<file path="config.mk">
export PLATFORM = sky130hd
export DESIGN_NAME = sprite_blitter
export DESIGN_NICKNAME = d
export VERILOG_FILES = /design/src/rtl/sprite_blitter.sv
export SDC_FILE = /design/constraint.sdc
export NUM_CORES = 1
export LEC_CHECK = 0
export CAP_MARGIN = 15
export CORE_UTILIZATION = 25
export CTS_CLUSTER_SIZE = 24
export DETAILED_ROUTE_END_ITERATION = 10
export PLACE_DENSITY = 0.53
export SLEW_MARGIN = 5
export SYNTH_ARGS = -nofsm -noshare
export SYNTH_HDL_FRONTEND = slang
export SYNTH_SLANG_ARGS = --single-unit
</file>
<file path="constraint.sdc">
create_clock -name clk -period 2.9 [get_ports clk]
set_input_delay 0.435 -clock clk [delete_from_list [all_inputs] [get_ports clk]]
set_output_delay 0.435 -clock clk [all_outputs]
set_load 0.01 [all_outputs]
</file>
<file path="src/rtl/sprite_blitter.sv">
// Sprite blitter: walks a SPR_W x SPR_H sprite ROM in raster order, with
// optional mirroring, and emits one screen pixel per clock. Pixels whose
// colour matches the key or that land off-screen are suppressed but still
// take their slot, so draw time depends only on the sprite size.
module sprite_blitter #(
    parameter int SPR_W    = 32,
    parameter int SPR_H    = 32,
    parameter int COORD_W  = 10,
    parameter int ADDR_W   = 10,
    parameter int COLOR_W  = 3,
    parameter int ROM_LAT  = 1,
    parameter int SCREEN_W = 640,
    parameter int SCREEN_H = 480
) (
    input  logic               clk,
    input  logic               reset_n,
    input  logic               start,
    input  logic [COORD_W-1:0] x_pos,
    input  logic [COORD_W-1:0] y_pos,
    input  logic               flip_x,
    input  logic               flip_y,
    input  logic               key_en,
    input  logic [COLOR_W-1:0] key_color,
    input  logic [COLOR_W-1:0] rom_data,
    output logic [ADDR_W-1:0]  rom_addr,
    output logic               plot_out,
    output logic [COORD_W-1:0] x_pix,
    output logic [COORD_W-1:0] y_pix,
    output logic [COLOR_W-1:0] color,
    output logic               busy,
    output logic               draw_done
);

    localparam int CW = (SPR_W > 1) ? $clog2(SPR_W) : 1;
    localparam int RW = (SPR_H > 1) ? $clog2(SPR_H) : 1;
    localparam int XW = COORD_W + 1;
    localparam logic [CW-1:0] LAST_COL   = CW'(SPR_W - 1);
    localparam logic [RW-1:0] LAST_ROW   = RW'(SPR_H - 1);
    localparam logic [XW-1:0] X_LIMIT    = XW'(SCREEN_W);
    localparam logic [XW-1:0] Y_LIMIT    = XW'(SCREEN_H);
    localparam logic [1:0]    DRAIN_LAST = 2'(ROM_LAT);

    typedef enum logic [1:0] {IDLE, FETCH, DRAIN, DONE} state_t;

    state_t state_q, state_d;

    logic [CW-1:0]      col_q, col_d;
    logic [RW-1:0]      row_q, row_d;
    logic               lastPix;
    logic [1:0]         drain_q;

    logic [COORD_W-1:0] xBase_q, yBase_q;
    logic               xFlip_q, yFlip_q, keyEn_q;
    logic [COLOR_W-1:0] keyColor_q;
    logic [ADDR_W-1:0]  romAddr_q;

    logic [ROM_LAT-1:0]         pValid_q;
    logic [ROM_LAT-1:0][CW-1:0] pCol_q;
    logic [ROM_LAT-1:0][RW-1:0] pRow_q;

    logic [XW-1:0]      xSum, ySum;
    logic               pixVisible;

    logic               plot_q;
    logic [COORD_W-1:0] xPix_q, yPix_q;
    logic [COLOR_W-1:0] color_q;

    // Source ROM address for a destination (col,row), applying mirroring.
    function automatic logic [ADDR_W-1:0] srcAddr(input logic [CW-1:0] c,
                                                  input logic [RW-1:0] r,
                                                  input logic fx,
                                                  input logic fy);
        int sc;
        int sr;
        sc = fx ? (SPR_W - 1 - int'(c)) : int'(c);
        sr = fy ? (SPR_H - 1 - int'(r)) : int'(r);
        return ADDR_W'(sr * SPR_W + sc);
    endfunction

    // Raster walk: next column/row and detection of the final pixel.
    always_comb begin
        col_d   = col_q + 1'b1;
        row_d   = row_q;
        lastPix = (col_q == LAST_COL) && (row_q == LAST_ROW);
        if (col_q == LAST_COL) begin
            col_d = '0;
            row_d = row_q + 1'b1;
        end
    end

    // Next-state logic plus the status outputs that depend only on state.
    always_comb begin
        state_d   = state_q;
        busy      = 1'b0;
        draw_done = 1'b0;
        case (state_q)
            IDLE: begin
                if (start) state_d = FETCH;
            end
            FETCH: begin
                busy = 1'b1;
                if (lastPix) state_d = DRAIN;
            end
            DRAIN: begin
                busy = 1'b1;
                if (drain_q == DRAIN_LAST) state_d = DONE;
            end
            DONE: begin
                busy      = 1'b1;
                draw_done = 1'b1;
                state_d   = IDLE;
            end
            default: state_d = IDLE;
        endcase
    end

    // State register.
    always_ff @(posedge clk or posedge reset_n) begin
        if (reset_n) state_q <= IDLE;
        else         state_q <= state_d;
    end

    // Accept a draw: latch parameters, then present one ROM address per clock.
    always_ff @(posedge clk or posedge reset_n) begin
        if (reset_n) begin
            col_q      <= '0;
            row_q      <= '0;
            drain_q    <= '0;
            xBase_q    <= '0;
            yBase_q    <= '0;
            xFlip_q    <= 1'b0;
            yFlip_q    <= 1'b0;
            keyEn_q    <= 1'b0;
            keyColor_q <= '0;
            romAddr_q  <= '0;
        end else begin
            drain_q <= (state_q == DRAIN) ? drain_q + 1'b1 : 2'd0;
            if (state_q == IDLE && start) begin
                xBase_q    <= x_pos;
                yBase_q    <= y_pos;
                xFlip_q    <= flip_x;
                yFlip_q    <= flip_y;
                keyEn_q    <= key_en;
                keyColor_q <= key_color;
                col_q      <= '0;
                row_q      <= '0;
                romAddr_q  <= srcAddr('0, '0, flip_x, flip_y);
            end else if (state_q == FETCH && !lastPix) begin
                col_q     <= col_d;
                row_q     <= row_d;
                romAddr_q <= srcAddr(col_d, row_d, xFlip_q, yFlip_q);
            end
        end
    end

    // Carry each pixel's destination position alongside the ROM read latency.
    always_ff @(posedge clk or posedge reset_n) begin
        if (reset_n) begin
            pValid_q <= '0;
            pCol_q   <= '0;
            pRow_q   <= '0;
        end else begin
            pValid_q[0] <= (state_q == FETCH);
            pCol_q[0]   <= col_q;
            pRow_q[0]   <= row_q;
            for (int i = 1; i < ROM_LAT; i++) begin
                pValid_q[i] <= pValid_q[i-1];
                pCol_q[i]   <= pCol_q[i-1];
                pRow_q[i]   <= pRow_q[i-1];
            end
        end
    end

    assign xSum = XW'(xBase_q) + XW'(pCol_q[ROM_LAT-1]);
    assign ySum = XW'(yBase_q) + XW'(pRow_q[ROM_LAT-1]);
    assign pixVisible = pValid_q[ROM_LAT-1]
                      && !(keyEn_q && (rom_data == keyColor_q))
                      && !xSum[COORD_W] && (xSum < X_LIMIT)
                      && !ySum[COORD_W] && (ySum < Y_LIMIT);

    // Output stage: load a pixel only when it is drawn, otherwise hold.
    always_ff @(posedge clk or posedge reset_n) begin
        if (reset_n) begin
            plot_q  <= 1'b0;
            xPix_q  <= '0;
            yPix_q  <= '0;
            color_q <= '0;
        end else begin
            plot_q <= pixVisible;
            if (pixVisible) begin
                xPix_q  <= xSum[COORD_W-1:0];
                yPix_q  <= ySum[COORD_W-1:0];
                color_q <= rom_data;
            end
        end
    end

    assign rom_addr = romAddr_q;
    assign plot_out = plot_q;
    assign x_pix    = xPix_q;
    assign y_pix    = yPix_q;
    assign color    = color_q;

endmodule

</file>
==> run summary <==
Rows: 47
Synth Area in XOR/XNOR: 7.26%
GP Congestion: 0.790
Hold-fix buffers at CTS: 0
CTS tree: built
Setup Skew: 0.0107 ns
Clock transition at path regs: 0.06 ns
Post-synthesis mux area share: 7.94%
CORE AREA: 0.0165 mm²
Critical Path Fanout Max: 6
Initial Util: 25.6%
Final number of hold-violating endpoints: 0
Worst setup margin: 0.146 ns
Final wirelength: 9720 µm
Reg2reg path depth: 11
Clock group share of total power: 19.2%
Post-Syn Area: 0.00422 mm²
R2r startpoint: xBase_q[0]
GRT overflow: 0
# diodes: 0
Initial antenna violation count: 0
Crit-path slowest cell: fa_1
Yosys reg bits: 85
Simple-gate share of the synthesized area: 14.4%
DR pass1 iterations: 5
Fin. max-slew vios: 0
Arr. time, crit path: 2.97 ns
Hold Path Cell Cnt: 0
Clock Sink Count: 85
Hpwl dp: 6730 µm
VDD IR max: 0.000402 V
Ys Warns: 0
Area of the die: 0.0174 mm²
Internal power: 0.00374 W
WL/cell: 13.7 µm
Comb power frac: 44.8%
DRT iter0 DRCs: 123
First-pass GRT wire length: 16100 µm
Reg area: 0.00213 mm²
Crit path launch type: flop
Power per Cell Area: 1060 mW/mm²
Footprint of the multi-input gates: 0.00196 mm²
Largest net degree at the start of global routing: 86
P&R area growth vs syn: 30.0%
Hold_sp: col_q[4]
Via count: 3036
CTS Buf Count: 9
Critical path class: reg -> reg
Syn_nets: 467
GRT Total Usage: 11.8%
Die H: 132 µm
RSZ-0062 raised after global routing: false
Clk_lat worst skew: 0.34 ns
H-tree depth: 3
Final Setup Violations: 0
Critical path cell sequence: ha_1, inv_1, fa_1, nand2b_1, a21o_1, a31oi_1, o211ai_1, a221oi_4, buf_6, buf_6, mux2_2
Vias in the first global route: 3148
Place WS: 0.0300 ns
Post-route setup TNS: 0 ns
Slew margin rel.: 55.8%
Worst slew pin tran: 0.664 ns
Tcrit/Tclk final: 95.0%
I/O pin total: 68
Net Switching: 0.00210 W
Flop2flop setup slack: 0.15 ns
Worst Path Required: 3.12 ns
Die Wd: 132 µm
Largest stage delay, worst path: 0.41 ns
Port Buf Inserts: 67
Sequential element share of the synthesized area: 50.4%
Largest family of logic cells by synthesized area: simple AND/OR/NAND/NOR gates
Outcome: complete, no violations
Worst Hold End: pCol_q[4]
Worst setup EP type: flop
CTS max path bufs: 2
Share of layout cells above drive strength 1: 10.3%
Fillers: 1686
Switching share of power: 35.9%
Routed Antenna Nets: 0
Leakage power: 2.50 nW
F_max: 0.363 GHz
CTS Root Cell: clkbuf_16
Adder-cell share of the synthesized area: 6.87%
Final min period: 2.75 ns
Post-synthesis compound-gate area fraction: 9.57%
Worst R2R End: x_pix[9]
Nets: 536
Sequential Power Share: 36.1%
Hold Path Class: reg -> reg
Gate Count Post-Synth: 413
Avg Inst Size Synth: 10.2 µm²
Distinct cells, synth: 41
# DRC: 0
Most frequent CP cell: buf_6
Via density: 4.29
Max Cap Violations: 0
-- critical path: cells and delay by family, from the launching register on --
kind                     cells  cell delay [ns]
AO/OA/AOI/OAI                4             0.80
adder cells (fa/ha/maj)      2             0.59
buffers and inverters        3             0.36
flip-flops                   1             0.35
multiplexers                 1             0.33
AND/OR/NAND/NOR              1             0.21
-- metal layers --
metal / vias up / routed length (µm) / track usage, %
li1: 1515 / - / -
met1: 1450 / 4820 / 15.9
met2: 64 / 4390 / 17.8
met3: 7 / 427 / 4.23
met4: 0 / 82 / 3.49
met5: - / 0 / 0
-- flip-flops by register name, summed over array words and instances, names as in the netlist, 2 cells and up --
| signal | count |
|---|---|
| x_pix | 10 |
| state_q | 2 |
| xBase_q | 10 |
| yBase_q | 10 |
| pCol_q | 5 |
| pRow_q | 5 |
| y_pix | 10 |
| row_q | 5 |
| rom_addr | 10 |
| col_q | 5 |
| color | 3 |
| keyColor_q | 3 |
| drain_q | 2 |
-- worst max-delay path by stage --
stage,from,end,depth (start not counted)
2_1_floorplan,yBase_q[0],x_pix[0],9
3_5_place_dp,yBase_q[0],color[2],9
3_3_place_gp,yBase_q[0],color[2],9
5_1_grt,xBase_q[0],x_pix[9],11
4_1_cts,yBase_q[0],x_pix[9],9
6_report,xBase_q[0],x_pix[9],11
-- cell usage after synthesis --
library cell | instances | share of area, %
mux2_2 | 4 | 1.1
clkbuf_1 | 16 | 1.4
a2bb2oi_1 | 1 | 0.21
mux2i_1 | 5 | 1.2
nand3b_1 | 1 | 0.18
inv_1 | 17 | 1.5
o22ai_1 | 1 | 0.15
nand2b_1 | 1 | 0.15
a221oi_1 | 1 | 0.21
o211ai_1 | 2 | 0.36
nand4_1 | 4 | 0.59
fa_1 | 2 | 0.95
and2_1 | 3 | 0.44
and3_2 | 2 | 0.36
xnor2_1 | 20 | 4.1
nor2b_1 | 4 | 0.59
a21oi_1 | 23 | 2.7
dfrtp_1 | 85 | 50
a22oi_1 | 1 | 0.18
nand3_1 | 6 | 0.71
o2111ai_1 | 1 | 0.21
a221o_1 | 1 | 0.24
o41ai_1 | 1 | 0.21
and4_1 | 1 | 0.21
o32a_1 | 1 | 0.24
nor2_1 | 19 | 1.7
a221oi_4 | 1 | 0.62
mux2_4 | 16 | 5.7
ha_1 | 20 | 5.9
or3_1 | 1 | 0.15
xor2_1 | 15 | 3.1
nand2_1 | 98 | 8.7
nor3_1 | 3 | 0.36
buf_6 | 2 | 0.53
o21bai_1 | 1 | 0.18
a211oi_1 | 4 | 0.71
and3_1 | 2 | 0.30
a21o_1 | 4 | 0.71
o21ai_0 | 21 | 2.5
buf_2 | 1 | 0.12
a31oi_1 | 1 | 0.15
-- layout by cell type, fill, tap and decap left out, types with 2 or more instances in the layout --
master,n
mux2i_1,5
dfrtp_1,85
and3_1,2
xor2_1,15
nor2b_1,4
buf_6,4
o21ai_0,21
nor2_1,19
o211ai_1,2
inv_1,16
mux2_2,4
buf_4,5
clkdlybuf4s50_1,67
a211oi_1,3
clkbuf_8,4
ha_1,20
nor3_1,3
clkbuf_16,9
nand4_1,4
xnor2_1,20
mux2_4,16
and3_2,2
nand2_1,98
a21o_1,4
clkbuf_1,3
nand3_1,6
a21oi_1,23
and2_1,3
-- power groups by stage --
| stage | Clock, W | Sequential [W] | Combinational [W] |
|---|---|---|---|
| floorplan | 0 | 0.00207 | 0.00166 |
| global placement | 0 | 0.00211 | 0.00249 |
| detailed placement | 0 | 0.00212 | 0.00256 |
| CTS | 0.00116 | 0.00211 | 0.00259 |
| global route | 0.00122 | 0.00218 | 0.00291 |
| finish | 0.00112 | 0.00211 | 0.00261 |
-- stage by stage --
stage | instances | instance area, µm² | utilization (%) | hold slack [ns] | total power, W
final | 707 | 5490 | 33.2 | 0.430 | 0.00584
after floorplan | 413 | 4220 | - | 0.380 | 0.00373
after detailed placement | 687 | 5140 | 31.1 | 0.422 | 0.00469
after global placement | 687 | 5140 | 31.1 | 0.416 | 0.00461
after CTS | 703 | 5430 | 32.9 | 0.435 | 0.00586
after global routing | 707 | 5490 | 33.2 | 0.442 | 0.00630
-- final cells by class --
| cell class | count | area share (%) |
|---|---|---|
| flip-flops and latches | 85 | 38.7 |
| multi-input cells | 292 | 35.7 |
| repair buffers | 77 | 14.1 |
| clock buffers | 16 | 5.31 |
| well taps | 220 | 5.01 |
| inverters | 17 | 1.18 |
-- logic make-up (layout without fill, tap and decap cells) --
group,after synthesis,after routing
simple gates,145,145
flops,85,85
compound gates,65,65
buf+inv,36,110
xor+xnor,35,35
mux,25,25
fa+ha+maj,22,22
-- timing repair --
action	in CTS	in global routing
setup endpoints to repair	0	21
setup buffers	0	2
gates resized for setup	0	11
Power figures use the tool's default switching activity.
